===== src/rtl/prim_rom_arbiter.sv =====
// prim_rom_arbiter
//   Shares one ROM read port between NumReq requesters. A round-robin
//   arbiter issues at most one read per cycle, an ID FIFO remembers the
//   owner of every in-flight read, and the returned word is steered back
//   to that owner through a registered return path.
//
// Ports
//   clk_i         clock
//   rst_i         asynchronous reset, active-high
//   req_i         per-requester read request (held until granted)
//   addr_i        per-requester word address, slice i = [i*Aw +: Aw]
//   gnt_o         one-hot (or zero) grant, combinational
//   rvalid_o      one-hot (or zero) read-data valid, registered
//   rdata_o       read data shared by all requesters, registered
//   rom_cs_o      ROM chip select
//   rom_addr_o    ROM word address
//   rom_dout_i    ROM read data
//   rom_dvalid_i  ROM read data valid
//   err_o         sticky flag: ROM data arrived with no read outstanding
module prim_rom_arbiter #(
   parameter int NumReq = 2,
   parameter int Width  = 32,
   parameter int Depth  = 2048,
   parameter int Aw     = $clog2(Depth),
   parameter int MaxOut = 2
) (
   input  logic                 clk_i,
   input  logic                 rst_i,
   input  logic [NumReq-1:0]    req_i,
   input  logic [NumReq*Aw-1:0] addr_i,
   output logic [NumReq-1:0]    gnt_o,
   output logic [NumReq-1:0]    rvalid_o,
   output logic [Width-1:0]     rdata_o,
   output logic                 rom_cs_o,
   output logic [Aw-1:0]        rom_addr_o,
   input  logic [Width-1:0]     rom_dout_i,
   input  logic                 rom_dvalid_i,
   output logic                 err_o
);

   localparam int IdW  = (NumReq > 1) ? $clog2(NumReq) : 1;
   localparam int PtrW = (MaxOut > 1) ? $clog2(MaxOut) : 1;
   localparam int CntW = $clog2(MaxOut + 1);

   function automatic logic [PtrW-1:0] next_ptr(input logic [PtrW-1:0] p);
      return (p == PtrW'(MaxOut - 1)) ? '0 : p + 1'b1;
   endfunction

   logic [IdW-1:0]    rr_q, rr_d;
   logic [IdW-1:0]    id_mem_q [MaxOut];
   logic [PtrW-1:0]   wr_q, rd_q;
   logic [CntW-1:0]   cnt_q, cnt_d;
   logic [NumReq-1:0] rvalid_q, rvalid_d;
   logic [Width-1:0]  rdata_q, rdata_d;
   logic              err_q, err_d;

   logic              can_issue, gnt_vld, push, pop, spurious;
   logic [IdW-1:0]    win, head;
   logic [NumReq-1:0] gnt;
   logic [Aw-1:0]     sel_addr;

   // Round-robin scan: first pass covers indices at or above the pointer,
   // second pass wraps around to the indices below it. A pop in this cycle
   // does not free a slot, so issue depends only on the registered count.
   // Reset also blocks issue so nothing reaches the ROM while held.
   always_comb begin
      can_issue = !rst_i && (cnt_q < CntW'(MaxOut));
      gnt_vld   = 1'b0;
      win       = '0;
      gnt       = '0;
      sel_addr  = '0;
      rr_d      = rr_q;
      for (int i = 0; i < NumReq; i++) begin
         if (can_issue && !gnt_vld && req_i[i] && (i >= int'(rr_q))) begin
            gnt_vld  = 1'b1;
            win      = IdW'(i);
            gnt[i]   = 1'b1;
            sel_addr = addr_i[i*Aw +: Aw];
            rr_d     = (i == NumReq - 1) ? '0 : IdW'(i + 1);
         end
      end
      for (int i = 0; i < NumReq; i++) begin
         if (can_issue && !gnt_vld && req_i[i] && (i < int'(rr_q))) begin
            gnt_vld  = 1'b1;
            win      = IdW'(i);
            gnt[i]   = 1'b1;
            sel_addr = addr_i[i*Aw +: Aw];
            rr_d     = (i == NumReq - 1) ? '0 : IdW'(i + 1);
         end
      end
   end

   // ID FIFO bookkeeping and return path. A dvalid with nothing
   // outstanding is an error: it neither pops nor produces an rvalid.
   always_comb begin
      push     = gnt_vld;
      pop      = rom_dvalid_i && (cnt_q != '0);
      spurious = rom_dvalid_i && (cnt_q == '0);
      head     = id_mem_q[rd_q];
      cnt_d    = cnt_q + CntW'(push) - CntW'(pop);
      err_d    = err_q | spurious;
      rvalid_d = '0;
      rdata_d  = rdata_q;
      if (pop) begin
         for (int i = 0; i < NumReq; i++) begin
            rvalid_d[i] = (head == IdW'(i));
         end
         rdata_d = rom_dout_i;
      end
   end

   always_ff @(posedge clk_i or posedge rst_i) begin
      if (rst_i) begin
         rr_q     <= '0;
         wr_q     <= '0;
         rd_q     <= '0;
         cnt_q    <= '0;
         rvalid_q <= '0;
         rdata_q  <= '0;
         err_q    <= 1'b0;
      end else begin
         rr_q     <= rr_d;
         cnt_q    <= cnt_d;
         rvalid_q <= rvalid_d;
         rdata_q  <= rdata_d;
         err_q    <= err_d;
         if (push) wr_q <= next_ptr(wr_q);
         if (pop)  rd_q <= next_ptr(rd_q);
      end
   end

   // ID storage holds no state that matters after reset (pointers and count
   // are cleared), so it needs no reset.
   always_ff @(posedge clk_i) begin
      if (push) id_mem_q[wr_q] <= win;
   end

   assign gnt_o      = gnt;
   assign rom_cs_o   = gnt_vld;
   assign rom_addr_o = gnt_vld ? sel_addr : '0;
   assign rvalid_o   = rvalid_q;
   assign rdata_o    = rdata_q;
   assign err_o      = err_q;

endmodule


===== config.mk =====
export PLATFORM = sky130hd
export DESIGN_NAME = prim_rom_arbiter
export DESIGN_NICKNAME = d
export VERILOG_FILES = /design/src/rtl/prim_rom_arbiter.sv
export SDC_FILE = /design/constraint.sdc
export NUM_CORES = 1
export LEC_CHECK = 0
export BUFFER_PORTS_ARGS = -buffer_cell sky130_fd_sc_hd__buf_2
export CAP_MARGIN = 20
export CORE_ASPECT_RATIO = 1.25
export CORE_UTILIZATION = 35
export DETAILED_ROUTE_END_ITERATION = 10
export PLACE_DENSITY = 0.77
export SYNTH_ARGS = -nofsm -noshare
export SYNTH_HDL_FRONTEND = slang
export SYNTH_SLANG_ARGS = --single-unit

===== constraint.sdc =====
create_clock -name clk_i -period 2.2 [get_ports clk_i]
set_clock_uncertainty 0.15 [all_clocks]
set_input_delay 0.33 -clock clk_i [delete_from_list [all_inputs] [get_ports clk_i]]
set_output_delay 0.33 -clock clk_i [all_outputs]
set_load 0.01 [all_outputs]

# Word level (Yosys, flattened, before mapping)
# Memory sizes are Yosys's and may differ from the RTL's.
# Index checks and enable logic that the tools add are counted.
[word_totals] ram_bits=2 out_inout_bits=49 wordCells=51 n_memories=1 register_bits=40
[op_classes] add_sub_neg=4 n_mux=18 n_reduce_logical=16 n_lt_le_gt_ge=3 bitwise_logic=2
[memory_table] name="id_mem_q" depth=2 width=1 read_ports=1 rd_ports_with_merged_regs=0 write_ports=1 line_no="50" source="logic [IdW-1:0] id_mem_q [MaxOut];"
[ops] op="11-bit two-way mux" count=4
[ops] op="1-bit two-way mux" count=13
[ops] op="1-bit logical AND" count=10
[ops] op="1-bit logical NOT" count=3
[ops] op="3-bit nonzero test" count=1
[ops] op="1-bit adder (second input constant)" count=2
[ops] op="2-bit by 1-bit adder with 2-bit output" count=1
[ops] op="2-bit logical NOT" count=1
[ops] op="2-bit less-than comparator (second input constant)" count=1
[ops] op="2-bit two-way mux" count=1
[ops] op="2-bit nonzero test" count=1
[ops] op="2-bit by 1-bit subtractor with 2-bit output" count=1
[ops] op="1-bit greater-or-equal comparator (first input constant)" count=1
[ops] op="1-bit less-than comparator (first input constant)" count=1
[ops] op="1-bit NOT" count=1
[ops] op="1-bit OR" count=1

# Depth between registers and ports, before layout
# Gate-level depths: netlist of the first run.
[depth] ltp_word=16 ltp_mapped=7

# Worst setup path before layout of the first run
# No wires, ideal clock.
[synth_path] path_type="reg-to-reg" start="register cnt_q[1]" end="register cnt_q[1]" synth_period_minus_slack_ns=1.921 setup_slack_ns=0.279 stages_incl_launch_ff=8 arrival_time_ns=1.691 setup_time_ns=0.080 path_cell_list="dfrtp_1 buf_6 o21ai_4 buf_4 inv_1 ha_1 nor4_1 xnor2_1"
[synth_lines] element="start, declared" line_no="52" source="logic [CntW-1:0] cnt_q, cnt_d;"
[synth_lines] element="start signal, assigned" line_no="123" source="cnt_q <= cnt_d;"
[synth_lines] element="2-bit nonzero test" line_no="97" source="pop = rom_dvalid_i && (cnt_q != '0);"
[synth_lines] element="1-bit logical AND" line_no="97"
[synth_lines] element="net pop" line_no="57" source="logic can_issue, gnt_vld, push, pop, spurious;"
[synth_lines] element="2-bit by 1-bit subtractor with 2-bit output" line_no="100" source="cnt_d = cnt_q + CntW'(push) - CntW'(pop);"
[synth_lines] element="net cnt_d[1]" line_no="52"
# The timed path passes the listed nets, and every way through them passes these cells.
# A chain may end at the register's enable or synchronous reset.

# Worst setup path after layout of the first run
[layout_path] start="register cnt_q[1]" end="output rom_addr_o[4]"
[layout_between] elab_chain_cells=15
[layout_lines] element="2-bit less-than comparator (*)" line_no="67" source="can_issue = !rst_i && (cnt_q < CntW'(MaxOut));"
[layout_lines] element="1-bit logical AND (*)" line_no="67"
[layout_lines] element="1-bit logical AND (2 in a row)" line_no="74" source="if (can_issue && !gnt_vld && req_i[i] && (i >= int'(rr_q))) begin"
[layout_lines] element="1-bit two-way mux" line_no="74"
[layout_lines] element="1-bit logical NOT" line_no="74"
[layout_lines] element="1-bit logical AND (2 in a row)" line_no="74"
[layout_lines] element="1-bit two-way mux" line_no="74"
[layout_lines] element="1-bit logical NOT" line_no="83" source="if (can_issue && !gnt_vld && req_i[i] && (i < int'(rr_q))) begin"
[layout_lines] element="1-bit logical AND (3 in a row)" line_no="83"
[layout_lines] element="11-bit two-way mux / 1-bit two-way mux (equally long branches)" line_no="83"
[layout_lines] element="11-bit two-way mux (*)" line_no="140" source="assign rom_addr_o = gnt_vld ? sel_addr : '0;"
[layout_lines] element="end, declared" line_no="35" source="output logic [Aw-1:0] rom_addr_o,"
# Every way passes the cells marked *; elsewhere a longest branch is shown, timed or not.

==> results of run 1 <==
power by group through the flow:
stage | logic (mW) | registers (mW) | clock network [mW]
after CTS | 1.21 | 1.27 | 0.616
after global placement | 1.19 | 1.27 | 0
final | 1.21 | 1.27 | 0.584
after floorplan | 0.634 | 1.41 | 0
after global routing | 1.33 | 1.31 | 0.650
after detailed placement | 1.22 | 1.29 | 0
metrics by stage:
stage | area [um^2] | hold slack (ns) | setup WS, ns | total power, mW
3_5_place_dp | 2384 | 0.2506 | 0.2469 | 2.504
6_report | 2522 | 0.1007 | 0.1033 | 3.069
2_1_floorplan | 1779 | 0.2967 | 0.2788 | 2.045
5_1_grt | 2522 | 0.08928 | 0.008982 | 3.292
3_3_place_gp | 2384 | 0.2507 | 0.2676 | 2.457
4_1_cts | 2500 | 0.09095 | 0.02105 | 3.106
what timing repair did:
| item | in CTS | in global routing |
|---|---|---|
| setup endpoints to repair | 0 | 11 |
| hold endpoints to repair | 9 | 0 |
| hold buffers | 1 | 0 |
| gates resized for setup | 0 | 3 |
routing by layer:
metal	wire length [um]	GRT usage [%]	share of wire [%]	up-vias
met5	0	0	0	-
met4	54	5.217	1.5	0
met3	309	4.583	8.3	6
met2	2016	27.76	54	79
met1	1344	14.13	36	676
li1	-	-	-	651
worst max-delay path by stage:
stage                     startpoint             end  slack, ns  cells past startpoint
final                       cnt_q[1]   rom_addr_o[4]       0.10                      4
after global placement         rst_i  rom_addr_o[10]       0.27                      5
after floorplan             cnt_q[1]        cnt_q[1]       0.28                      7
after CTS                   cnt_q[1]   rom_addr_o[7]       0.02                      4
after detailed placement       rst_i   rom_addr_o[7]       0.25                      5
after global routing        cnt_q[1]   rom_addr_o[2]      0.009                      5
cell families (layout without fill, tap and decap cells):
group	count (synthesis)	count (layout)	synth area share [%]
flops	42	42	59.63
mux	33	33	20.82
compound gates	17	18	8.720
simple gates	11	11	3.657
buf+inv	10	125	4.008
xor+xnor	5	5	2.461
fa+ha+maj	1	1	0.7031
layout make-up:
type                       count  area (um^2)
timing repair buffer         113        599.3
inverter                       4        15.01
sequential                    42         1061
tap                           60        75.07
multi-input combinational     68        665.6
clock inverter                 1        30.03
fill                         427         2277
clock buffer                   7        76.32
cells in the final DEF (no fill, tap or decap), types with 3 or more instances in the layout:
cell type,count
buf_2,107
dfrtp_1,40
mux2_2,29
a22o_1,11
clkbuf_8,5
inv_1,4
xnor2_1,4
mux2_1,3
nor2_1,3
buf_4,3
critical path, cell delays in order, from the launching register on:
cell and delay [ns]:
dfrtp_1 0.40, or3b_4 0.43, a21oi_4 0.21, a22o_1 0.17, buf_2 0.12
registers in the layout, indices dropped and copies added (netlist names):
signal and cells:
id_mem_q 2, rd_q 1, cnt_q 2, rdata_o 32
err_o 1, rvalid_o 2, rr_q 1, wr_q 1
==> results.json, run 1 <==
{
  "run_status": "finished, final reports clean",
  "power_leakage_nw": 1.268,
  "root_buffer": "clkbuf_8",
  "diodes": 0,
  "wl_um": 3724,
  "syn_area_per_cell_um2": 14.95,
  "hold_class": "in -> reg",
  "tritoncts": "yes",
  "p_seq_share_pct": 41.5,
  "setup_tns_ns": 0,
  "critPathArrivalTime_ns": 1.62,
  "grt_start_max_net_pins": 32,
  "power_density_nw_per_um2": 1217,
  "first_pass_iters": 3,
  "rsz0062_at_grt": "no",
  "synth_top_area_share_pct": 56.26,
  "worst_ir_drop_vdd_mv": 0.5604,
  "grt_usage_pct": 14.43,
  "path_max_fanout": 6,
  "post-dp-hpwl_um": 2888,
  "h-tree-depth": 2,
  "ys.flop_type": "dfrtp_1",
  "yosys_warnings": 0,
  "ys_top_cells_by_count": "dfrtp_1, mux2_2, a22o_1, inv_1, xnor2_1",
  "cts_buffers": 5,
  "layout_min_cycle_time_ns": 2.097,
  "yosysUniqueCellTypes": 26,
  "clkTransAtPathRegs_ns": 0.08,
  "rows": 28,
  "vias_per_cell": 4.786,
  "clk_latency_ns": 0.28,
  "hold_viol": 0,
  "synth-edff-count": 2,
  "end_kind": "output pin",
  "required_ns": 1.72,
  "swShare_pct": 32.17,
  "yosysMostFrequentCell": "dfrtp_1",
  "grt_pass1_vias": 1398,
  "cts.sinks": 42,
  "die_h_um": 81.72,
  "final_nets": 294,
  "share_clk_of_total_power_pct": 19.0,
  "drc": 0,
  "final_core_util_pct": 52.55,
  "core_area_um2": 4800,
  "antenna_found_initial": 0,
  "drv_cap": 0,
  "drt_iter0_markers": 45,
  "async_flop_share_pct": 95.24,
  "drive_above_1_share_pct": 65.11,
  "ys_seq_area_share_pct": 59.63,
  "switching_power_mw": 0.9872,
  "num_vias": 1412,
  "clockBufferDepth": 2,
  "gp_congestion": 0.8260,
  "hold_path_depth": 2,
  "die_w_um": 65.77,
  "ant_nets": 0,
  "syn-num-nets": 179,
  "start_util_pct": 37.07,
  "cts_setup_buffers": 0,
  "slew_violations": 0,
  "syn_inst": 119,
  "wire_per_inst_um": 12.62,
  "min_from": "rom_dout_i[8]",
  "tightest_slew_ns": 0.4923,
  "die_area_um2": 5374,
  "crit_type": "reg -> out",
  "grt_pass1_wl_um": 5782,
  "min_to": "rdata_o[8]",
  "r2r_slack_ns": 0.45,
  "clock.fmax_ghz": 0.4769,
  "finalSetupViolations": 0,
  "r2r_cells": 6,
  "synth_area_leaders": "dfrtp_1, mux2_2, a22o_1, edfxtp_1, xnor2_1",
  "min_period_over_period_pct": 95.30,
  "stdcell_count": 295,
  "relSlewSlack_pct": 66.93,
  "r2r_end": "cnt_q[1]",
  "io_buffers": 107,
  "crit_path_start_kind": "flip-flop",
  "synth_area_um2": 1779,
  "io_pins": 108,
  "synth_seq_cells": 42,
  "pwr-share-comb_pct": 39.5,
  "area_growth_pct": 41.77,
  "timing.rr.start": "cnt_q[1]",
  "grt_overflow": 0,
  "placed_cells": 285,
  "p_int_mw": 2.082,
  "yosysTopAreaCell": "dfrtp_1"
}
Power figures use the tool's default switching activity.
==> inputs of run 2 (changes only) <==
==> config.mk (replaced) <==
export PLATFORM = sky130hd
export DESIGN_NAME = prim_rom_arbiter
export DESIGN_NICKNAME = d
export VERILOG_FILES = /design/src/rtl/prim_rom_arbiter.sv
export SDC_FILE = /design/constraint.sdc
export NUM_CORES = 1
export LEC_CHECK = 0
export CAP_MARGIN = 20
export CORE_ASPECT_RATIO = 1.25
export CORE_MARGIN = 2
export CORE_UTILIZATION = 35
export DETAILED_ROUTE_END_ITERATION = 10
export DONT_BUFFER_PORTS = 1
export PLACE_DENSITY = 0.59
export SYNTH_ARGS = -nofsm -noshare
export SYNTH_HDL_FRONTEND = slang
export SYNTH_SLANG_ARGS = --single-unit
==> run 2 against run 1 <==
Die area rose by 5.6%. Design area fell by 22%. First-iteration DRC count fell by 8.9%. Via count fell by 30%. Clock power fell by 14%. Worst hold slack got worse by 0.075 ns. Fmax fell by 0.16%. Critical endpoint is now rom_addr_o[5]. Utilization fell by 13 points. Clock-buffer cell count fell by 1. Worst setup slack got worse by 0.0035 ns.
==> results.json, run 2 (synthesis results as in run 1) <==
{
  "gp_congestion": 0.7986,
  "clockBufferDepth": 2,
  "cts_buffers": 5,
  "ant_nets": 0,
  "grt_pass1_wl_um": 5278,
  "hold_class": "in -> reg",
  "core_area_um2": 4971,
  "required_ns": 1.72,
  "post-dp-hpwl_um": 2640,
  "die_h_um": 83.72,
  "h-tree-depth": 2,
  "path_max_fanout": 7,
  "cts.sinks": 42,
  "io_pins": 108,
  "clkTransAtPathRegs_ns": 0.08,
  "first_pass_iters": 4,
  "grt_start_max_net_pins": 41,
  "wire_per_inst_um": 18.16,
  "drive_above_1_share_pct": 36.92,
  "cts_resized": 0,
  "area_growth_pct": 10.69,
  "wl_um": 3486,
  "layout_common_cells": "dfrtp_1, mux2_2, a22o_1",
  "largest_reg_flops": 32,
  "run_status": "finished, final reports clean",
  "timing.rr.start": "cnt_q[1]",
  "hold_path_depth": 1,
  "crit_slowest_cell": "or3b_4",
  "grt_usage_pct": 12.76,
  "hold_viol": 0,
  "tritoncts": "yes",
  "drc": 0,
  "min_period_over_period_pct": 95.46,
  "path_cells": "or3b_4 > a21oi_4 > a22o_1",
  "crit_path_start_kind": "flip-flop",
  "slew_violations": 0,
  "r2r_end": "cnt_q[1]",
  "diodes": 0,
  "r2r_slack_ns": 0.42,
  "layout_min_cycle_time_ns": 2.100,
  "pre_cts_ws_ns": 0.3540,
  "die_w_um": 67.77,
  "rows": 29,
  "finalSetupViolations": 0,
  "power_leakage_nw": 0.8242,
  "worst_ir_drop_vdd_mv": 0.4769,
  "crit_path_start": "cnt_q[1]",
  "setup_slack_ns": 0.09986,
  "drv_cap": 0,
  "vias_per_cell": 5.172,
  "drt_iter0_markers": 41,
  "final_common_cell": "dfrtp_1",
  "min_from": "rom_dout_i[8]",
  "grt_pass1_vias": 1091,
  "min_to": "rdata_o[8]",
  "rsz0062_at_grt": "no",
  "die_area_um2": 5673,
  "io_buffers": 0,
  "critPathMaxStageDelay_ns": 0.42,
  "clk_latency_ns": 0.28,
  "relSlewSlack_pct": 65.28,
  "antenna_found_initial": 0,
  "hold_ws_ns": 0.02577,
  "end_kind": "output pin",
  "critPathArrivalTime_ns": 1.62,
  "r2r_cells": 6,
  "final_nets": 189,
  "num_vias": 993,
  "clock.fmax_ghz": 0.4762,
  "grt_overflow": 0,
  "root_buffer": "clkbuf_8",
  "power_density_nw_per_um2": 1358,
  "start_util_pct": 35.79,
  "setup_tns_ns": 0,
  "crit_type": "reg -> out",
  "tightest_slew_ns": 0.5168
}
-- run 2: per-stage QoR --
| stage | instance area (um^2) | total power, mW | std cells | util, % |
|---|---|---|---|---|
| 5_1_grt | 1969 | 2.874 | 192 | 39.62 |
| 3_3_place_gp | 1846 | 2.148 | 181 | 37.13 |
| 3_5_place_dp | 1846 | 2.200 | 181 | 37.13 |
| 2_1_floorplan | 1779 | 2.045 | 119 | - |
| 6_report | 1969 | 2.675 | 192 | 39.62 |
| 4_1_cts | 1961 | 2.718 | 191 | 39.44 |
-- run 2: where the power goes --
part / total (mW) / switching (mW) / internal [mW] / leakage, nW
Combinational: 0.714 / 0.320 / 0.394 / 0.290
Clock: 0.502 / 0.250 / 0.252 / 0.0472
Sequential: 1.46 / 0.351 / 1.11 / 0.487
-- run 2: final cells by class --
| cell class | count | area [um^2] |
|---|---|---|
| Tap cell | 62 | 77.57 |
| Clock inverter | 2 | 12.51 |
| Timing Repair Buffer | 8 | 65.06 |
| Fill cell | 460 | 3002 |
| Sequential cell | 42 | 1061 |
| Multi-Input combinational cell | 68 | 655.6 |
| Inverter | 4 | 15.01 |
| Clock buffer | 6 | 82.58 |
-- run 2: layer usage --
metal	part of all wire [%]	vias up	track usage, %
met4	0.98	0	4.909
met3	9.4	2	4.453
met1	36	470	13.31
met5	0	-	0
li1	-	441	-
met2	54	80	22.64
-- run 2: how the worst max path moves through the flow --
stage / to / cells past startpoint
after floorplan: cnt_q[1] / 7
after global placement: rom_addr_o[4] / 3
after detailed placement: rom_addr_o[5] / 3
after CTS: rom_addr_o[5] / 3
after global routing: rom_addr_o[2] / 3
final: rom_addr_o[5] / 3
-- run 2: worst max-delay path: cells and delay by family (launching register included) --
kind	cells	cell delay, ns
AOI/OAI and AO/OA	2	0.51
and+or+nand+nor	1	0.42
DFF	1	0.40
-- run 2: what timing repair did --
action | CTS | global route
setup buffers | 0 | 0
hold endpoints to repair | 41 | 0
endpoints found under the setup margin | 0 | 11
hold buffers | 2 | 0
